--- src/rtl/debounce_pkg.sv ---
// ---------------------------------------------------------------------------
// debounce_pkg
//   Shared types for the button debouncer.
//   - debounce_state_t : the two stable levels (S_LOW, S_HIGH) and their
//                        qualification states (S_RISE, S_FALL).
//   - idle_state()     : stable state corresponding to a given level, used to
//                        pick the reset state from RESET_VALUE.
// ---------------------------------------------------------------------------
package debounce_pkg;

    typedef enum logic [1:0] {
        S_LOW  = 2'd0,
        S_RISE = 2'd1,
        S_HIGH = 2'd2,
        S_FALL = 2'd3
    } debounce_state_t;

    function automatic debounce_state_t idle_state(input logic level);
        return level ? S_HIGH : S_LOW;
    endfunction

endpackage

--- src/rtl/synchronizer.sv ---
// ---------------------------------------------------------------------------
// synchronizer
//   Multi-flop synchronizer for a single asynchronous bit. Generic so that
//   other async-input blocks can reuse it.
//   Parameters:
//     STAGES      number of flops in series (>= 2)
//     RESET_VALUE level every flop takes while in reset
//   Ports:
//     clk  in  clock
//     rst  in  asynchronous active-low reset
//     d    in  raw asynchronous input
//     q    out synchronized output (last flop of the chain)
// ---------------------------------------------------------------------------
module synchronizer #(
    parameter int   STAGES      = 2,
    parameter logic RESET_VALUE = 1'b0
) (
    input  logic clk,
    input  logic rst,
    input  logic d,
    output logic q
);

    logic [STAGES-1:0] chain;

    // d enters at bit 0 and shifts toward bit STAGES-1.
    always_ff @(posedge clk or negedge rst) begin
        if (!rst) begin
            chain <= {STAGES{RESET_VALUE}};
        end else begin
            chain <= {chain[STAGES-2:0], d};
        end
    end

    assign q = chain[STAGES-1];

endmodule

--- src/rtl/button_debouncer.sv ---
// ---------------------------------------------------------------------------
// button_debouncer
//   Turns a raw, bouncing asynchronous input into a clean registered level
//   synchronous to clk. A new level is accepted only after the synchronized
//   input has held it for STABLE_CYCLES+1 consecutive edges; anything shorter
//   is treated as a glitch and out keeps its last accepted level.
//   Parameters:
//     SYNC_STAGES   synchronizer depth (>= 2)
//     STABLE_CYCLES cycles a new level must hold inside a check state (>= 1)
//     RESET_VALUE   level of the synchronizer and out while in reset
//   Ports:
//     clk       in  clock
//     rst       in  asynchronous active-low reset
//     in        in  raw asynchronous input
//     out       out debounced level (registered)
//     bouncing  out high while a candidate transition is being qualified
// ---------------------------------------------------------------------------
module button_debouncer
    import debounce_pkg::*;
#(
    parameter int   SYNC_STAGES   = 2,
    parameter int   STABLE_CYCLES = 16,
    parameter logic RESET_VALUE   = 1'b0
) (
    input  logic clk,
    input  logic rst,
    input  logic in,
    output logic out,
    output logic bouncing
);

    localparam int CW = $clog2(STABLE_CYCLES + 1);
    localparam logic [CW-1:0] LAST_COUNT = CW'(STABLE_CYCLES - 1);

    logic            in_sync;
    debounce_state_t state;
    debounce_state_t state_next;
    logic [CW-1:0]   count;
    logic [CW-1:0]   count_next;

    synchronizer #(
        .STAGES      (SYNC_STAGES),
        .RESET_VALUE (RESET_VALUE)
    ) u_sync (
        .clk (clk),
        .rst (rst),
        .d   (in),
        .q   (in_sync)
    );

    // Next-state logic. The counter only advances inside a check state and
    // is cleared on every state change, so it tops out at STABLE_CYCLES-1.
    always_comb begin
        state_next = state;
        count_next = count;
        case (state)
            S_LOW: begin
                if (in_sync) begin
                    state_next = S_RISE;
                    count_next = '0;
                end
            end
            S_RISE: begin
                if (!in_sync) begin
                    state_next = S_LOW;
                    count_next = '0;
                end else if (count == LAST_COUNT) begin
                    state_next = S_HIGH;
                    count_next = '0;
                end else begin
                    count_next = count + 1'b1;
                end
            end
            S_HIGH: begin
                if (!in_sync) begin
                    state_next = S_FALL;
                    count_next = '0;
                end
            end
            S_FALL: begin
                if (in_sync) begin
                    state_next = S_HIGH;
                    count_next = '0;
                end else if (count == LAST_COUNT) begin
                    state_next = S_LOW;
                    count_next = '0;
                end else begin
                    count_next = count + 1'b1;
                end
            end
            default: begin
                state_next = S_LOW;
                count_next = '0;
            end
        endcase
    end

    // Outputs are decoded from the next state so they are registered
    // alongside it and change on the same edge as the state.
    always_ff @(posedge clk or negedge rst) begin
        if (!rst) begin
            state    <= idle_state(RESET_VALUE);
            count    <= '0;
            out      <= RESET_VALUE;
            bouncing <= 1'b0;
        end else begin
            state    <= state_next;
            count    <= count_next;
            out      <= (state_next == S_HIGH) || (state_next == S_FALL);
            bouncing <= (state_next == S_RISE) || (state_next == S_FALL);
        end
    end

endmodule
--- config.mk ---
export PLATFORM = sky130hd
export DESIGN_NAME = button_debouncer
export DESIGN_NICKNAME = d
export VERILOG_FILES = /design/src/rtl/debounce_pkg.sv /design/src/rtl/synchronizer.sv /design/src/rtl/button_debouncer.sv
export SDC_FILE = /design/constraint.sdc
export NUM_CORES = 1
export LEC_CHECK = 0
export ABC_AREA = 1
export ABC_CLOCK_PERIOD_IN_PS = 2460
export BUFFER_PORTS_ARGS = -buffer_cell sky130_fd_sc_hd__buf_2
export CORE_AREA = 2 2 39 41
export DETAILED_ROUTE_END_ITERATION = 10
export DIE_AREA = 0 0 41 43
export PLACE_DENSITY = 0.49
export RECOVER_POWER = 100
export SLEW_MARGIN = 20
export SYNTH_ARGS = -nofsm -noshare
export SYNTH_HDL_FRONTEND = slang
export SYNTH_SLANG_ARGS = --single-unit
--- constraint.sdc ---
create_clock -name clk -period 2.46 [get_ports clk]
set_input_delay 0.492 -clock clk [delete_from_list [all_inputs] [get_ports clk]]
set_output_delay 0.492 -clock clk [all_outputs]
set_load 0.02 [all_outputs]
======== After elaboration in Yosys (flattened, before gate mapping) ========
Index checks and enable logic that the tools add are counted.
storage, ports and cells
  word-level logic and storage cells ...... 32
  bits in registers ....................... 11
  input port bits ......................... 3
  output and inout port bits .............. 2
cells by class
  equal/unequal tests ..................... 9
  mux-type cells .......................... 13
  add/sub/neg operators ................... 1
  reduce and logical (&&, ||, !) cells .... 4
operators with widths
  kind                                                                      number
  5-bit 2-to-1 mux                                                          5
  5-bit case mux with 4 select lines                                        1
  2-bit 2-to-1 mux                                                          6
  2-bit == test (second input constant)                                     4
  2-bit case mux with 4 select lines                                        1
  5-bit by 1-bit adder with 5-bit output (second input constant)            1
  5-bit by 4-bit == test with 1-bit output (second input constant)          1
  2-bit by 1-bit == test with 1-bit output (second input constant)          2
  2-bit zero test                                                           1
  1-bit logical OR                                                          2
  2-bit by 1-bit inequality test with 1-bit output (second input constant)  1
  2-bit inequality test (second input constant)                             1
  2-bit AND reduction                                                       1

======== Longest topological paths before layout ========
Gate-level depths: netlist of run 1.
  depth in word-level cells ............... 6
  gate-level depth with buffers ........... 6
  depth with buffers taken out ............ 6

======== Cells and area by module ========
Synthesis of run 1 repeated with hierarchy kept, for this count alone.
second synthesis, totals
  cell total of the unflattened synthesis .. 56
  area total of the unflattened synthesis .. 465.4 sq um
modules (own cells, without submodules)
  module            sequential area each (sq um)  cells an instance  area an instance (sq um)  times used
  button_debouncer  200.2                         54                 415.4                     1
  synchronizer      50.0                          2                  50.0                      1

======== Worst setup path before layout of run 1 ========
No wires, ideal clock.
  path kind ............................... register to register
  from .................................... reg count[0]
  to ...................................... reg count[0]
  data arrival time ....................... 1.030 ns
  path buffers ............................ 0
  required time ........................... 2.395 ns
  stages on the path, launching flop included .. 7
  clock period less this slack ............ 1.095 ns
  setup slack ............................. 1.365 ns
  library setup time ...................... 0.065 ns
  path through ............................ dfrtp_1 > ha_1 > nand3_2 > nor2_1 > nor2_1 > nand2_1 > nand2_1
between the ends
  cells in the longest elaborated chain, start to end .. 4
  elaborated cells on any way between the ends .. 6
  classes of those cells .................. add/sub: 1; eq/ne: 1; mux: 4
ends and longest elaborated chain
  item                                                                                                line                                            source
  start: declaration                                                                                  button_debouncer.sv:38                          logic [CW-1:0] count;
  start signal: assignment                                                                            button_debouncer.sv:108                         count <= count_next;
  5-bit by 1-bit adder with 5-bit output or 5-bit by 4-bit == test with 1-bit output (tied branches)  n/a
  5-bit 2-to-1 mux *                                                                                  button_debouncer.sv:67, button_debouncer.sv:84
  5-bit 2-to-1 mux, on equally long branches                                                          button_debouncer.sv:81, button_debouncer.sv:64
  5-bit case mux with 4 select lines *                                                                button_debouncer.sv:56                          case (state)
Mark *: on every way between the ends. The rest lies on a longest branch, timed or not.
A chain may end at the register's enable or synchronous reset.

======== Worst setup path in the final report of run 1 ========
  from .................................... reg bouncing
  to ...................................... out bouncing
RTL lines
  item                      line                     source
  start: declaration        button_debouncer.sv:29   output logic bouncing
  start signal: assignment  button_debouncer.sv:110  bouncing <= (state_next == S_RISE) || (state_next == S_FALL);
No word-level cell between the ends.

==> results of run 1 <==
-- logic make-up (layout without fill, tap and decap cells) --
group	count (synthesis)	count (layout)	synth area share, %
AOI/OAI and AO/OA	1	1	1.07
adders and majority gates	1	1	2.69
xor gates and xnor gates	1	1	1.88
DFF	10	10	53.8
buffers and inverters	7	15	5.65
and+or+nand+nor	36	36	34.9
-- report_power, final --
group / switching, mW / internal (mW) / total (mW)
clock network: 0.0565 / 0.0897 / 0.146
registers: 0.00561 / 0.170 / 0.175
logic: 0.0122 / 0.00554 / 0.0178
total: 0.0743 / 0.265 / 0.339
-- worst paths after layout --
| path | slack [ns] | from | depth (start not counted) | end |
|---|---|---|---|---|
| hold reg to reg | 0.35 | u_sync.chain[0]$_DFF_PN0_ | 0 | u_sync.chain[1]$_DFF_PN0_ |
| setup / recovery | 1.02 | bouncing$_DFF_PN0_ | 1 | bouncing |
| setup reg to reg | 1.20 | count[0]$_DFFE_PN0P_ | 6 | count[3]$_DFFE_PN0P_ |
| max in group asynchronous | 1.92 | rst | 1 | count[1]$_DFFE_PN0P_ |
| min in group clk | 0.34 | in | 1 | u_sync.chain[0]$_DFF_PN0_ |
| hold / removal | 0.17 | rst | 1 | state[1]$_DFF_PN0_ |
-- synthesized netlist by cell type --
library cell / instances
nand3_1: 4
nor2_1: 4
nand3_2: 1
dfrtp_1: 10
ha_1: 1
nand2_2: 1
xor2_1: 1
a21oi_1: 1
nand2_1: 22
nor3_2: 1
inv_1: 7
nand4_1: 3
-- per-layer routing --
layer  global-route usage, %  share of wire, %  vias to the layer above
met5                       0                 0                        -
met4                    4.00                 0                        0
met3                    7.85               7.4                        0
met2                    14.4                45                        8
met1                    14.4                48                      171
li1                        -                 -                      197
-- area by class of cell --
cell class	instances	share of cell area [%]
Sequential cell	10	47.4
Multi-Input combinational cell	39	33.9
Clock buffer	4	6.87
Inverter	7	4.98
Tap cell	16	3.79
Timing Repair Buffer	4	3.08
-- through the flow --
stage	setup WS, ns	utilization (%)	instance area [um2]	cells	power [mW]
after floorplan	1.36	-	465	56	0.188
after global placement	1.28	36.5	505	76	0.197
after detailed placement	1.25	36.5	505	76	0.197
after CTS	1.07	39.2	542	80	0.347
after global routing	0.956	38.2	528	80	0.358
final	1.02	38.2	528	80	0.339
-- registers in the layout (all words and copies together) (netlist names) --
| name | flops |
|---|---|
| out | 1 |
| state | 1 |
| count | 5 |
| bouncing | 1 |
| u_sync.chain | 2 |
==> metrics, run 1 <==
Register Area=250 um2; clock sink total=10; kind of critical path=reg -> out; wire per inst=9.44 um; Post CTS Setup Buffer Count=0; Pwr Density=643 mW/mm2; PostCTS Resize Cnt=0; Root Buffer=clkbuf_4; peak supply drop=0.425 mV; most common cell after layout, fill and taps aside=nand2_1; Synth top area share=53.8%; vias in the first global route=327; Std-Cell Rows=14; Setup TNS Final=0 ns; Port Buffers=4; fmax=just under 700 MHz; DRT iter0 DRCs=6; Layout fillers=140; Post-DP HPWL=577 um; Hold WS=0.171 ns; fraction of layout cells with a size suffix above 1=approximately a tenth; Worst-Margin Slew=0.534 ns; Worst Path Required=between 1.5 and 2 ns; Worst Hold Class=in -> async; CTS tree=built; Die H=43 um; worst stage delay on the critical path=approximately 0.43 ns; initial core utilization=33.6%; Hold Buf Count CTS=0; DR vias/cell=4.70; htree depth=1; placer's final routability congestion estimate=0.764; Startpoint Class=flop; Top Ports=5; GRT Util Overall=between 10% and 20%; minimum clock period=1.44 ns; run status=finished clean; total die area=roughly 0.0018 mm2; post-synth cell types=12; Mapped Cells=56; Antenna Nets Post-Route=0; Crit-path slowest cell=dfrtp_1; CP cell instances=clkbuf_1; Critical path buffers and inverters=1; RSZ-0062 raised after global routing=false; Leakage=0.301 nW; worst clock skew=~0.010 ns; GR Overflow Total=0; via count=376; mean post-synth cell area=8.31 um2; maxcap violations=0; global-route wire length before repair=around 1.3 mm; area of the core=0.00138 mm2; mapped cell area=465 um2; drt pass-1 iters=4; Num CTS Buffers=3; worst skew pair latency=between 0.2 and 0.3 ns; Max transition margin=64.4%; sequential fraction of the synthesis area=a little over half; leading area contributor after synthesis=dfrtp_1; Seq cells post-synth=10; detailed-route DRC error count=0; period utilization=58.7%; Crit. End Element=output pin; top cells by area, synth=dfrtp_1 54%, nand2_1 18%, inv_1 5.6%; Top Family by Delay on Critical Path=flip-flops; crit path DAT=0.95 ns; Synthesized Nets=60; Total Routed Length=755 um; area grow syn2layout=13.4%; ANT cells=0; Slew Viols, Final=0; Reg clk slew, reported paths=around 0.070 ns; maximum root-to-sink buffer count=2; initial antenna violation count=0; Final setup viols=0; CP max FO=6; Die Span X=41 um; Final Hold Vio Count=0; largest net degree at the start of global routing=11; Final #Nets=69; Multi-input gate area=179 um2; most frequent cells in the layout=22 x nand2_1, 10 x dfrtp_1, 7 x inv_1; Synth Warn #=0
(Power assumes the default switching activity.)
==> run 2, diff against run 1 <==
--- a/config.mk
+++ b/config.mk
@@ -6,12 +6,12 @@
 export NUM_CORES = 1
 export LEC_CHECK = 0
 export ABC_AREA = 1
-export ABC_CLOCK_PERIOD_IN_PS = 2460
+export ABC_CLOCK_PERIOD_IN_PS = 1200
 export BUFFER_PORTS_ARGS = -buffer_cell sky130_fd_sc_hd__buf_2
 export CORE_AREA = 2 2 39 41
 export DETAILED_ROUTE_END_ITERATION = 10
 export DIE_AREA = 0 0 41 43
-export PLACE_DENSITY = 0.49
+export PLACE_DENSITY = 0.51
 export RECOVER_POWER = 100
 export SLEW_MARGIN = 20
 export SYNTH_ARGS = -nofsm -noshare
==> constraint.sdc (replaced) <==
create_clock -name clk -period 1.2 [get_ports clk]
set_input_delay 0.24 -clock clk [delete_from_list [all_inputs] [get_ports clk]]
set_output_delay 0.24 -clock clk [all_outputs]
set_load 0.02 [all_outputs]
==> run 2 against run 1 <==
  * Clock skew down 0.0094 ns
  * Core utilization increased by 4.3 points
  * Combinational power rose to 2.9 times the previous value
  * Register-to-register slack got worse by 1.1 ns
  * Clock power rose by 100%
  * Critical endpoint unchanged
==> metrics, run 2 (synthesis gave the netlist of run 1 again) <==
run status=finished clean; Crit-path slowest cell=dfrtp_1; Root Buffer=clkbuf_4; worst skew pair latency=0.26 ns (about the same); Crit Reg-Reg Startpoint=count[1]$_DFFE_PN0P_; maxcap violations=0 (unchanged); wire per inst=9.11 um (-3.5%); Cells after DPL=79 (+3.9%); initial core utilization=33.6% (unchanged); area grow syn2layout=26.3%; kind of critical path=reg -> out; Worst Path Required=0.96 ns (-1.01 ns); Worst Hold Class=in -> reg; vias in the first global route=343 (+4.9%); Critical path buffers and inverters=1 (unchanged); Top Family by Delay on Critical Path=flip-flops; total die area=0.00176 mm2 (unchanged); DR vias/cell=4.52 (-3.7%); Std-Cell Rows=14 (unchanged); r2r worst-path depth=5 (-1); placer's final routability congestion estimate=0.710 (-7.1%); Total Routed Length=765 um (+1.3%); Num CTS Buffers=3 (unchanged); Pint=0.553 mW (+110%); worst hold path startpoint=in; worst clock skew=0.00107 ns (-0.00935 ns); GRT Util Overall=11.5% (+0.34 points); Pwr Density=1200 mW/mm2 (+87%); Reg clk slew, reported paths=0.06 ns (about the same); RR Endpoint=count[4]$_DFFE_PN0P_; Slew Viols, Final=0 (unchanged); Final Hold Vio Count=0 (unchanged); fraction of layout cells with a size suffix above 1=23.5% (+14 points); ANT cells=0 (unchanged); crit path DAT=0.91 ns (-0.04 ns); maximum root-to-sink buffer count=2 (unchanged); switch share=21.6% (-0.33 points); initial antenna violation count=0 (unchanged); Post CTS Setup Buffer Count=0 (unchanged); Crit. End Element=output pin; clock share of power=42.1% (-1.0 points); Startpoint Class=flop; Top Ports=5 (unchanged); RSZ-0062 raised after global routing=false; area of the core=0.00138 mm2 (unchanged); WHS Endpoint=u_sync.chain[0]$_DFF_PN0_; period utilization=95.9%; worst setup path startpoint=bouncing$_DFF_PN0_; htree depth=1 (unchanged); Post-DP HPWL=596 um (+3.2%); GR Overflow Total=0 (unchanged); Final #Nets=73 (+5.8%); Die Span X=41 um (unchanged); worst stage delay on the critical path=0.44 ns (about the same); uppermost routed layer=met4; drt pass-1 iters=2 (-2); most frequent cells in the layout=22 x nand2_1, 10 x dfrtp_1, 7 x inv_1; detailed-route DRC error count=0 (unchanged); peak supply drop=0.485 mV (+14%); Leakage=0.322 nW (+6.8%); global-route wire length before repair=1.35 mm (+4.8%); Hold WS=0.0797 ns (-0.0910 ns); Biggest register=count; Antenna Nets Post-Route=0 (unchanged); Max transition margin=65.0% (+0.65 points); non-filler cells, final=84 (+5.0%); clock sink total=10 (unchanged); WL met2=344 um (+1.8%); most common cell after layout, fill and taps aside=nand2_1; routed wire length on met3=26 um (-54%); Largest register FFs=5 (unchanged); DRT iter0 DRCs=1 (-5); largest net degree at the start of global routing=11 (unchanged); Port Buffers=4 (unchanged); Flop pwr share=50.6% (-1.1 points); CTS tree=built; reg-to-reg slack, setup=0.11 ns (-1.09 ns); CP cell instances=clkbuf_2; Hold Path Depth=1; Comb pwr share=7.3% (+2.1 points); PnR Total Power=0.705 mW (+110%); Worst-Margin Slew=0.525 ns (-0.00969 ns); via count=380 (+1.1%); fmax=slightly below 900 MHz; Switching Power=0.152 mW (+100%); minimum clock period=1.15 ns; Final setup viols=0 (unchanged); Largest regs=count (5), u_sync.chain (2); Setup TNS Final=0 ns (unchanged); Met1 Routed Length=382 um (+6.1%); Die H=43 um (unchanged); CP max FO=6 (unchanged)
[run 2: metal layers]
metal	up-vias	GRT usage (%)
li1	200	-
met1	173	16.6
met2	5	14.4
met3	2	1.57
met4	0	10.0
met5	-	0
[run 2: area by class of cell]
cell class | instances | area (um2)
Inverter | 7 | 26.3
Timing Repair Buffer | 8 | 50.0
Multi-Input combinational cell | 39 | 205
Clock buffer | 4 | 36.3
Tap cell | 16 | 20.0
Sequential cell | 10 | 250
Fill cell | 146 | 796
[run 2: worst max-delay path by stage]
| stage | slack, ns | depth (start not counted) | to |
|---|---|---|---|
| 4_1_cts | 0.02 | 6 | count[3]$_DFFE_PN0P_ |
| 6_report | 0.05 | 1 | bouncing |
| 3_5_place_dp | 0.04 | 6 | count[3]$_DFFE_PN0P_ |
| 2_1_floorplan | 0.10 | 6 | count[0]$_DFFE_PN0P_ |
| 5_1_grt | 0.01 | 1 | bouncing |
| 3_3_place_gp | 0.04 | 6 | count[3]$_DFFE_PN0P_ |
[run 2: metrics by stage]
| step | area, um2 | util [%] | worst slack, ns |
|---|---|---|---|
| finish | 588 | 42.5 | 0.0497 |
| global route | 588 | 42.5 | 0.0109 |
| CTS | 574 | 41.5 | 0.0240 |
| detailed placement | 528 | 38.2 | 0.0363 |
| global placement | 528 | 38.2 | 0.0445 |
| floorplan | 465 | - | 0.105 |
[run 2: timing repair]
action | in CTS | in global routing
endpoints found under the setup margin | 0 | 5
hold endpoints to repair | 10 | 0
gates resized for setup | 0 | 5
hold buffers | 1 | 0
[run 2: power groups by stage]
stage / Clock [mW] / Combinational (mW) / Sequential [mW]
2_1_floorplan: 0 / 0.0206 / 0.366
3_3_place_gp: 0 / 0.0503 / 0.362
3_5_place_dp: 0 / 0.0489 / 0.363
4_1_cts: 0.306 / 0.0516 / 0.356
5_1_grt: 0.320 / 0.0603 / 0.358
6_report: 0.297 / 0.0517 / 0.357
==> run 3, diff against run 2 <==
--- a/config.mk
+++ b/config.mk
@@ -9,10 +9,12 @@
 export ABC_CLOCK_PERIOD_IN_PS = 1200
 export BUFFER_PORTS_ARGS = -buffer_cell sky130_fd_sc_hd__buf_2
 export CORE_AREA = 2 2 39 41
+export CTS_CLUSTER_DIAMETER = 50
 export DETAILED_ROUTE_END_ITERATION = 10
 export DIE_AREA = 0 0 41 43
 export PLACE_DENSITY = 0.51
 export RECOVER_POWER = 100
+export SETUP_SLACK_MARGIN = 0.5
 export SLEW_MARGIN = 20
 export SYNTH_ARGS = -nofsm -noshare
 export SYNTH_HDL_FRONTEND = slang
==> run 3 against run 2 <==
  * Via count increased by 4.7%
  * Cell count increased by 4.8%
  * Hold slack improved by 0.00067 ns
  * Power decreased by 6.1%
  * Die area unchanged
  * Largest cell class unchanged
  * Critical endpoint is now count[4]$_DFFE_PN0P_
  * Count of clock-buffer cells in the layout unchanged
==> metrics, run 3 (synthesis gave the netlist of run 1 again) <==
run status=finished clean; uppermost routed layer=met3; Largest register FFs=5 (unchanged); Final setup viols=0 (unchanged); Worst Hold Class=in -> reg; drt pass-1 iters=1 (-1); Biggest register=count; Num CTS Buffers=3 (unchanged); most frequent cells in the layout=19 x nand2_1, 9 x dfrtp_1, 6 x inv_1, 6 x buf_4; crit path DAT=1.23 ns (+0.32 ns); initial core utilization=33.6% (unchanged); Leakage=0.336 nW (+4.5%); Max transition margin=64.1% (-0.91 points); period utilization=90.4% (-5.4 points); via count=398 (+4.7%); worst clock skew=0.00233 ns (+0.00126 ns); minimum clock period=1.09 ns (-0.0651 ns); Final Hold Vio Count=0 (unchanged); CP max FO=3 (-3); clock sink total=10 (unchanged); Antenna Nets Post-Route=0 (unchanged); WL met2=452 um (+31%); wire per inst=10.0 um (+10%); Setup TNS Final=0 ns (unchanged); CTS tree=built; PnR Total Power=0.663 mW (-6.1%); Post-DP HPWL=583 um (-2.2%); Slew Viols, Final=0 (unchanged); Final #Nets=77 (+5.5%); routed wire length on met3=31 um (+19%); area grow syn2layout=34.7%; worst skew pair latency=0.26 ns (about the same); most common cell after layout, fill and taps aside=nand2_1; Top Ports=5 (unchanged); DR vias/cell=4.52 (about the same); GRT Util Overall=13.0% (+1.5 points); Largest regs=count (5), u_sync.chain (2); htree depth=1 (unchanged); CP cell instances=ha_4 -> nand3_2 -> buf_4 -> nand4_1 -> nand3_1; ANT cells=0 (unchanged); maximum root-to-sink buffer count=2 (unchanged); Crit. End Element=flop; detailed-route DRC error count=0 (unchanged); GR Overflow Total=0 (unchanged); Die H=43 um (unchanged); Placement Cell Area=527 um2 (-0.24%); Crit-path slowest cell=dfrtp_1; maxcap violations=0 (unchanged); Startpoint Class=flop; worst stage delay on the critical path=0.40 ns (-0.04 ns); largest net degree at the start of global routing=11 (unchanged); peak supply drop=0.698 mV (+44%); placer's final routability congestion estimate=0.729 (+2.7%); Met1 Routed Length=398 um (+4.2%); fraction of layout cells with a size suffix above 1=33.3% (+9.8 points); Std-Cell Rows=14 (unchanged); Root Buffer=clkbuf_4; Worst Path Required=1.34 ns (+0.38 ns); Port Buffers=4 (unchanged); global-route wire length before repair=1.51 mm (+12%); Top Family by Delay on Critical Path=flip-flops; RSZ-0062 raised after global routing=true; Total Routed Length=882 um (+15%); Worst-Margin Slew=0.538 ns (+0.0136 ns); Pwr Density=1060 mW/mm2 (-12%); Die Span X=41 um (unchanged); Critical path buffers and inverters=1 (unchanged); fin area=627 um2 (+6.6%); total die area=0.00176 mm2 (unchanged); vias in the first global route=387 (+13%); DRT iter0 DRCs=0 (-1); fmax=921 MHz (+6.0%); initial antenna violation count=0 (unchanged); kind of critical path=reg -> reg; area of the core=0.00138 mm2 (unchanged); Reg clk slew, reported paths=0.07 ns (about the same)
==> run 3: final timing paths <==
kind / from / endpoint / slack (ns) / depth (start not counted)
setup / recovery: count[1]$_DFFE_PN0P_ / count[4]$_DFFE_PN0P_ / 0.11 / 5
hold / removal: in / u_sync.chain[0]$_DFF_PN0_ / 0.08 / 1
setup reg to reg: count[1]$_DFFE_PN0P_ / count[4]$_DFFE_PN0P_ / 0.11 / 5
hold reg to reg: u_sync.chain[0]$_DFF_PN0_ / u_sync.chain[1]$_DFF_PN0_ / 0.35 / 0
max in group asynchronous: rst / bouncing$_DFF_PN0_ / 0.35 / 2
min in group asynchronous: rst / out$_DFF_PN0_ / 0.46 / 2
==> run 3: power breakdown <==
part	switching, mW	internal, mW	total, mW
Combinational	0.0359	0.0282	0.0641
Sequential	0.00938	0.348	0.357
Clock	0.113	0.128	0.241
Total	0.158	0.505	0.663
==> run 3: area by class of cell <==
type	count	area, um2
Clock buffer	4	26.3
Fill cell	146	757
Inverter	7	26.3
Multi-Input combinational cell	39	223
Sequential cell	10	251
Tap cell	16	20.0
Timing Repair Buffer	12	80.1
==> run 3: metal layers <==
layer  GRT usage (%)  up-vias
met1            17.2      183
met5               0        -
met3            4.71        0
li1                -      209
met2            18.4        6
met4            6.00        0
==> run 3: per-stage QoR <==
stage / cells / util (%) / hold WS, ns / setup WS (ns)
final: 88 / 45.3 / 0.0804 / 0.115
after floorplan: 56 / - / -0.0556 / 0.142
after global routing: 88 / 45.3 / 0.0588 / 0.0461
after global placement: 78 / 38.1 / 0.112 / 0.0818
after CTS: 86 / 45.5 / 0.0706 / 0.121
after detailed placement: 78 / 38.1 / 0.110 / 0.0595
==> run 3: what timing repair did <==
action	in CTS	in global routing
endpoints found under the setup margin	10	10
buffers inserted	3	2
gates resized for setup	11	2
pin swaps	4	5
hold buffers	1	0
endpoints found under the hold margin	10	0
cloned	0	0
